## config.mk

```make
export PLATFORM = sky130hd
export DESIGN_NAME = bus_master_req
export DESIGN_NICKNAME = d
export VERILOG_FILES = /design/src/rtl/bus_master_req.sv
export SDC_FILE = /design/constraint.sdc
export NUM_CORES = 1
export LEC_CHECK = 0
export ABC_AREA = 1
export CAP_MARGIN = 10
export CORE_ASPECT_RATIO = 1.25
export CORE_MARGIN = 2
export CORE_UTILIZATION = 38
export DETAILED_ROUTE_END_ITERATION = 10
export PLACE_DENSITY = 0.73
export SETUP_SLACK_MARGIN = 0.02
export SYNTH_ARGS = -nofsm -noshare
export SYNTH_HDL_FRONTEND = slang
export SYNTH_SLANG_ARGS = --single-unit
```

## constraint.sdc

```tcl
create_clock -name clk -period 1.4 [get_ports clk]
set_clock_uncertainty 0.15 [all_clocks]
set_input_delay 0.14 -clock clk [delete_from_list [all_inputs] [get_ports clk]]
set_output_delay 0.14 -clock clk [all_outputs]
set_load 0.1 [all_outputs]
```

## src/rtl/bus_master_req.sv

```systemverilog
// Requester-side bus agent: requests the shared bus, waits for grant, drives a framed burst.
// Optional grant-wait timeout enabled by defining BUS_REQ_TIMEOUT_EN.
module bus_master_req #(
  parameter int unsigned DATA_W      = 8,
  parameter int unsigned LEN_W       = 3,
  parameter int unsigned REQ_TIMEOUT = 16
) (
  input  logic              clk,
  input  logic              rst,
  input  logic              cmd_valid,
  output logic              cmd_ready,
  input  logic [LEN_W-1:0]  cmd_len,
  input  logic [DATA_W-1:0] wr_data,
  input  logic              wr_valid,
  output logic              wr_ready,
  output logic              req,
  input  logic              grant,
  output logic [DATA_W-1:0] bus_data,
  output logic              bus_valid,
  output logic              bus_last,
  output logic              done,
  output logic              timeout
);

  typedef enum logic [1:0] {StIdle, StReq, StXfer, StRel} state_e;

  state_e              state_q, state_d;
  logic [LEN_W-1:0]    remaining_q, remaining_d;
  logic [DATA_W-1:0]   bus_data_q, bus_data_d;
  logic                bus_valid_q, bus_valid_d;
  logic                bus_last_q, bus_last_d;
  logic                timed_out_q, timed_out_d;
  logic                beat;
  logic                expired;

  assign beat = (state_q == StXfer) && grant && wr_valid;

`ifdef BUS_REQ_TIMEOUT_EN
  localparam int unsigned CntW = (REQ_TIMEOUT > 1) ? $clog2(REQ_TIMEOUT) : 1;

  logic [CntW-1:0] wait_q, wait_d;

  // Counter holds the number of grant-less REQ cycles already completed.
  always_comb begin
    wait_d = wait_q;
    if (state_q == StIdle) begin
      wait_d = '0;
    end else if (state_q == StReq && !grant) begin
      wait_d = wait_q + 1'b1;
    end
  end

  // Grant in the expiry cycle wins because StReq checks grant first.
  assign expired = (state_q == StReq) && !grant && (wait_q == CntW'(REQ_TIMEOUT - 1));

  always_ff @(posedge clk or posedge rst) begin
    if (rst) begin
      wait_q <= '0;
    end else begin
      wait_q <= wait_d;
    end
  end

  assign timeout = (state_q == StRel) && timed_out_q;
`else
  logic unused_timeout_cfg;
  assign unused_timeout_cfg = ^REQ_TIMEOUT;
  assign expired            = 1'b0;
  assign timeout            = 1'b0;
`endif

  always_comb begin
    state_d     = state_q;
    remaining_d = remaining_q;
    bus_data_d  = bus_data_q;
    bus_valid_d = 1'b0;
    bus_last_d  = 1'b0;
    timed_out_d = timed_out_q;
    unique case (state_q)
      StIdle: begin
        if (cmd_valid) begin
          remaining_d = cmd_len;
          timed_out_d = 1'b0;
          state_d     = StReq;
        end
      end
      StReq: begin
        if (grant) begin
          state_d = StXfer;
        end else if (expired) begin
          timed_out_d = 1'b1;
          state_d     = StRel;
        end
      end
      StXfer: begin
        // Grant loss only pauses the burst; remaining holds until grant returns.
        if (beat) begin
          bus_data_d  = wr_data;
          bus_valid_d = 1'b1;
          if (remaining_q == '0) begin
            bus_last_d = 1'b1;
            state_d    = StRel;
          end else begin
            remaining_d = remaining_q - 1'b1;
          end
        end
      end
      StRel: begin
        timed_out_d = 1'b0;
        state_d     = StIdle;
      end
      default: state_d = StIdle;
    endcase
  end

  always_ff @(posedge clk or posedge rst) begin
    if (rst) begin
      state_q     <= StIdle;
      remaining_q <= '0;
      bus_data_q  <= '0;
      bus_valid_q <= 1'b0;
      bus_last_q  <= 1'b0;
      timed_out_q <= 1'b0;
    end else begin
      state_q     <= state_d;
      remaining_q <= remaining_d;
      bus_data_q  <= bus_data_d;
      bus_valid_q <= bus_valid_d;
      bus_last_q  <= bus_last_d;
      timed_out_q <= timed_out_d;
    end
  end

  assign cmd_ready = (state_q == StIdle);
  assign req       = (state_q == StReq) || (state_q == StXfer);
  assign wr_ready  = (state_q == StXfer) && grant;
  assign done      = (state_q == StRel) && !timed_out_q;
  assign bus_data  = bus_data_q;
  assign bus_valid = bus_valid_q;
  assign bus_last  = bus_last_q;

endmodule
```

==> results of run 1 <==
cells by family (layout without fill, tap and decap cells):
group	after synthesis	count (layout)	synth area share (%)
buffers and inverters	16	60	9.33
DFF	15	15	45.9
and+or+nand+nor	61	61	31.3
AOI/OAI and AO/OA	3	3	2.29
adders and majority gates	7	7	10.7
other	1	1	0.458
worst max-delay path, delay by kind of cell, from the launching register on:
family,cells,cell delay (ps)
fa+ha+maj,1,270
flops,1,370
buf+inv,3,370
cell usage after synthesis:
library cell  instances
nor2_1                1
nand4_1               2
nand2_2               2
a21oi_2               1
dfrtp_1              15
inv_2                 1
or2_2                 1
nand3_2               1
buf_6                 1
o21ai_0               2
clkinv_4              1
conb_1                1
inv_1                12
ha_1                  7
buf_4                 1
nand2_1              48
nor2_2                1
nand3_1               5
layout make-up:
cell class,count,share of cell area (%)
Clock buffer,3,1.39
Tap cell,20,1.55
Sequential cell,15,23.3
Timing Repair inverter,1,1.00
Multi-Input combinational cell,72,32.7
Clock inverter,1,0.309
Inverter,14,4.71
Timing Repair Buffer,41,35.1
flip-flops by register name, indices dropped and copies added (netlist names):
name / count
state_q: 2
remaining_q: 3
bus_data: 8
bus_last: 1
bus_valid: 1
metal layers:
metal  part of all wire [%]  vias to the layer above
met5                      0                        -
met4                      0                        0
met3                    6.5                        0
met2                     58                       28
met1                     36                      389
li1                       -                      398
worst paths after layout:
| path | startpoint | end | slack [ps] |
|---|---|---|---|
| min reg2reg | remaining_q[0]$_DFFE_PP0P_ | remaining_q[0]$_DFFE_PP0P_ | 370 |
| min | rst | bus_data[0]$_DFFE_PP0P_ | 60 |
| max reg2reg | state_q[1]$_DFFE_PP0P_ | remaining_q[1]$_DFFE_PP0P_ | -100 |
| min in group clk | wr_data[6] | bus_data[6]$_DFFE_PP0P_ | 260 |
| max | state_q[0]$_DFFE_PP0P_ | req | -160 |
| max in group asynchronous | rst | state_q[1]$_DFFE_PP0P_ | 640 |
per-stage QoR:
stage / hold WS (ps) / setup TNS, ps / instance area (um2)
6_report: 56.2 / -1300 / 1620
5_1_grt: 111 / -2220 / 1620
4_1_cts: 63.8 / -896 / 1510
3_5_place_dp: 351 / -281 / 1340
3_3_place_gp: 311 / -187 / 1340
2_1_floorplan: -109 / -378 / 860
what timing repair did:
| item | in CTS | in global routing |
|---|---|---|
| gates resized for setup | 25 | 28 |
| setup endpoints to repair | 17 | 18 |
| hold endpoints to repair | 0 | 0 |
| gates cloned | 2 | 0 |
| pin swaps | 9 | 5 |
| buffers inserted | 5 | 3 |
==> impl_results.md, run 1 <==
- Dpl cells: 154
- Final hold viol count: 0
- First-pass GRT wire length: 3500 um
- IO Count: 31
- Data required, critical path: 1110 ps
- GRT Resource Usage Total: about 18%
- Initial Utilization: 40.8%
- Root Driver: clkbuf_4
- Synth Register Bits: 15
- Worst skew pair latency: 270 ps
- Crit path largest cell delay: 370 ps
- Max-cap viol count: 0
- Final Max Tran Viols: 0
- Global routing usage on met1: 20.0%
- Commonest non-fill, non-tap cell in the layout: nand2_1
- Post-CTS Hold Fix Bufs: 0
- Clk buf depth: 2
- HPWL Detailed: 1420 um
- Crit path kind: flip-flop to output port
- Failing checks: setup timing
- DRT Pass-1 Iters: 4
- Pre-CTS WS: -38.7 ps
- Placer congestion estimate: 0.754
- Synthesis Warnings: 0
- Endpoints failing setup: 17
- Chip Width: 45.5 um
- Core Area: 2000 um2
- # diodes: 0
- Synth area leaders: dfrtp_1 (46%), nand2_1 (22%), ha_1 (11%), inv_1 (5.5%), nand3_1 (3.1%)
- Largest net degree at the start of global routing: 16
- CP startpoint kind: flip-flop
- Max transition margin: 63.1%
- Worst-Margin Slew: 553 ps
- CTS buffer count: 3
- Die area: about 2500 um2
- CP Data Arrival Time: 1270 ps
- Clock Sinks: 15
- Drt drc: 0
- Starting DRT DRC Count: 11
- Min Clock Period, post-route: 1560 ps
- Area of the multi-input gates: 529 um2
- Sequential area share after synthesis: a little under half
- H-tree levels: 1
- Layout cell share with drive strength beyond 1: 50.3%
- Yosys top cell area share: 45.9%
- Yosys cell types: 18
- Endpoint class of the critical path: output port
- Crit Path Max Fanout: 2
- Cell area after synthesis: 818 um2
- Unrepaired setup endpoints after global routing: true
- Mean Syn Cell Area: 7.94 um2
- Hold crit path type: input pin to async pin
- Vias in the first global route: 833
- Fin worst setup slack: -162 ps
- Final period util: 112%
- Met3 GRT Util: 4.87%
- Vias: around 800
- Initial antenna violation count: 0
- Row cnt: 18
- Non-filler cells, final: around 170
- Busiest grt layer: met2
- Post-synth net total: 126
- IO buf count: 29
- Leading area contributor after synthesis: dfrtp_1
- Post-synthesis to final-layout area growth: 97.9%
- Register area: about 380 um2
- Antenna Violating Nets Remaining: 0
- Mapped Cells: approximately 100
- Status: complete, but fails checks
- CTS tree: built
- Most frequent cells in the layout: nand2_1 (26), nand2_2 (17), buf_12 (16)
- Drt wl/cell: 13.0 um
- Gr ovfl total: 0
- Critical Path, Cell by Cell: inv_2, buf_12, ha_4, buf_12
- # fillers: 126
- Routed WL: 2170 um
- Nets: 171
- Clock transition at path regs: 90 ps
- FMAX: 0.640 GHz
- Register-to-Register Path Depth: 8
- GR Util met2: 33.2%
- Fin util: about four fifths
- CP max stage cell: dfrtp_1
- CP most frequent cell: buf_12
- Die height: between 50 and 60 um
- DR vias/cell: between 4 and 5
Power of run 1 is not shown: default switching activity piles up to over one toggle a cycle in this logic, so the estimate is an artifact.
==> inputs of run 2 (changes only) <==
--- a/config.mk
+++ b/config.mk
@@ -5,13 +5,13 @@
 export SDC_FILE = /design/constraint.sdc
 export NUM_CORES = 1
 export LEC_CHECK = 0
-export ABC_AREA = 1
-export CAP_MARGIN = 10
+export CAP_MARGIN = 20
 export CORE_ASPECT_RATIO = 1.25
 export CORE_MARGIN = 2
-export CORE_UTILIZATION = 38
+export CORE_UTILIZATION = 39
 export DETAILED_ROUTE_END_ITERATION = 10
-export PLACE_DENSITY = 0.73
+export GPL_TIMING_DRIVEN = 1
+export PLACE_DENSITY = 0.75
 export SETUP_SLACK_MARGIN = 0.02
 export SYNTH_ARGS = -nofsm -noshare
 export SYNTH_HDL_FRONTEND = slang
==> impl_results.md, run 2 <==
- Leading area contributor after synthesis: dfrtp_1
- Commonest non-fill, non-tap cell in the layout: buf_4
- Endpoints failing setup: 19
- Final period util: 125%
- Antenna Violating Nets Remaining: 0
- IO buf count: 29
- Worst skew pair latency: 280 ps
- Routed WL: 2400 um
- Worst r2r src: state_q[0]$_DFFE_PP0P_
- DRT Pass-1 Iters: 4
- HPWL Detailed: 1520 um
- Synth area leaders: dfrtp_1 (45%), ha_1 (10%), mux2_1 (9.4%), mux2i_1 (3.6%), a2111oi_4 (3.3%)
- # diodes: 0
- CP Data Arrival Time: 1780 ps
- Max-cap viol count: 0
- EDFF count, synth: 0
- Register-to-Register Path Depth: 5
- Post-CTS Hold Fix Bufs: 0
- IO Count: 31
- Crit path kind: flip-flop to flip-flop
- CP startpoint kind: flip-flop
- CP endpoint: state_q[1]$_DFFE_PP0P_
- Register area: 377 um2
- Clock Sinks: 15
- Data required, critical path: 1420 ps
- Worst-Margin Slew: 518 ps
- Final Max Tran Viols: 0
- Top_reg_cell synth: dfrtp_1
- Initial antenna violation count: 0
- CTS buffer count: 3
- Crit path largest cell delay: just over 400 ps
- Area of the multi-input gates: about 590 um2
- CP max stage cell: dfrtp_1
- H-tree levels: 1
- Post-Synth Simple-Gate Area: 14.1%
- Nets: 149
- Synth async-reset ratio: 100%
- Max transition margin: ~65%
- Most frequent cell after synthesis: dfrtp_1
- Min Clock Period, post-route: 1760 ps
- Sequential area share after synthesis: 44.8%
- Yosys top cell area share: 44.8%
- Final hold viol count: 0
- Proportion of synthesized area in mux cells: about 16%
- Gr ovfl total: 0
- First-pass GRT wire length: ~3600 um
- Mean Syn Cell Area: 12.5 um2
- Most frequent cells in the layout: buf_4 (17), buf_12 (16), clkdlybuf4s50_1 (15)
- Clk buf depth: 2
- Chip Width: 45.4 um
- Post-synthesis to final-layout area growth: 107%
- Vias in the first global route: 763
- # fillers: slightly below 90
- Fin worst setup slack: -357 ps
- Unrepaired setup endpoints after global routing: true
- Endpoint class of the critical path: flip-flop
- FMAX: around 0.57 GHz
- Clock transition at path regs: 90 ps
- GRT Resource Usage Total: between 10% and 20%
- Worst R2R Setup Slack: -360 ps
- Critical path origin: state_q[0]$_DFFE_PP0P_
- Layout cell share with drive strength beyond 1: 60.0%
- Synth Register Bits: 15
- Synthesis Warnings: 0
- Fin util: 86.3%
- Status: complete, but fails checks
- Reg2reg end: state_q[1]$_DFFE_PP0P_
- Post-synth net total: 90
- Crit Path Max Fanout: 2
- Initial Utilization: 41.8%
- Drt drc: 0
- Starting DRT DRC Count: 15
- Largest family of logic cells by synthesized area: multiplexers
- Mapped Cells: 67
- Critical Path, Cell by Cell: buf_6, ha_4, nor2b_4, a2111oi_4, mux2_4
- Row cnt: 18
- Yosys cell types: 27
- Max reg flops: 8
- Die area: between 2000 and 3000 um2
- CTS tree: built
- Compound-Gate Fraction of Synth Area: 8.52%
- Most frequent cells after synthesis: dfrtp_1 (15), ha_1 (7), inv_1 (7), mux2_1 (7), nor2_1 (4)
- Post-synthesis xor/xnor area fraction: 0%
- Failing checks: setup timing
- Largest net degree at the start of global routing: 16
- DR vias/cell: 4.90
- Root Driver: clkbuf_4
- Vias: 711
- Placer congestion estimate: around 0.76
- Hold crit path type: input pin to async pin
- Drt wl/cell: 16.5 um
- Cell area after synthesis: about 840 um2
- Post-synthesis adder-cell area fraction: about a tenth
- Die height: 55.8 um
- Core Area: 2000 um2
[run 2: changes by cell type in the layout (fill, tap and decap cells not counted), moves of 3 or more]
cell     delta
buf_4      +12
buf_6       +4
inv_1       -3
mux2_4      +9
mux2i_1     +3
nand2_1    -26
nand2_2    -17
nand2_4     -7
nor2_1      +3
[run 2: per-layer routing]
layer | share of wire, % | GRT usage (%) | vias up
met3 | 5.3 | 6.17 | 2
met4 | 0.46 | 2.52 | 0
met2 | 53 | 32.4 | 25
li1 | - | - | 343
met1 | 41 | 24.6 | 341
met5 | 0 | 0 | -
[run 2: stage by stage]
stage	setup TNS (ps)	cells	worst slack [ps]	hold WS (ps)	instance area, um2
2_1_floorplan	-5200	67	-416	-109	863
3_3_place_gp	-3720	134	-358	316	1460
3_5_place_dp	-4020	134	-387	317	1460
4_1_cts	-3780	143	-382	18.2	1670
5_1_grt	-5130	145	-405	47.5	1730
6_report	-4410	145	-357	13.1	1730
[run 2: critical path, delay by kind of cell (launching register included)]
family	cells	cell delay, ps
compound gates	1	360
buf+inv	1	130
fa+ha+maj	1	140
simple gates	1	120
mux	1	330
flops	1	410
[run 2: how the worst min path moves through the flow]
stage,start,endpoint,slack (ps),cells past startpoint
global placement,rst,remaining_q[1]$_DFFE_PP0P_,320,3
floorplan,rst,bus_data[0]$_DFFE_PP0P_,-110,1
global route,rst,bus_data[1]$_DFFE_PP0P_,50,3
detailed placement,rst,bus_data[4]$_DFFE_PP0P_,320,3
CTS,rst,bus_data[4]$_DFFE_PP0P_,20,3
finish,rst,remaining_q[1]$_DFFE_PP0P_,10,3
[run 2: layout make-up]
type	count	share of cell area, %
multi-input cells	43	33.9
flip-flops and latches	15	21.8
well taps	20	1.45
inverters	7	1.52
repair buffers	56	39.8
clock buffers	4	1.52
[run 2: cell families (layout without fill, tap and decap cells)]
kind of cell / Yosys count / after routing
and+or+nand+nor: 16 / 17
DFF: 15 / 15
muxes: 12 / 12
buffers and inverters: 10 / 67
adders and majority gates: 7 / 7
AOI/OAI and AO/OA: 6 / 6
other: 1 / 1
[run 2: repair_timing]
item,CTS,global route
cloned,1,0
gates resized for setup,25,12
pin swaps,4,4
endpoints found under the setup margin,19,19
setup buffers,5,3
Power of run 2 is left out for the same reason.
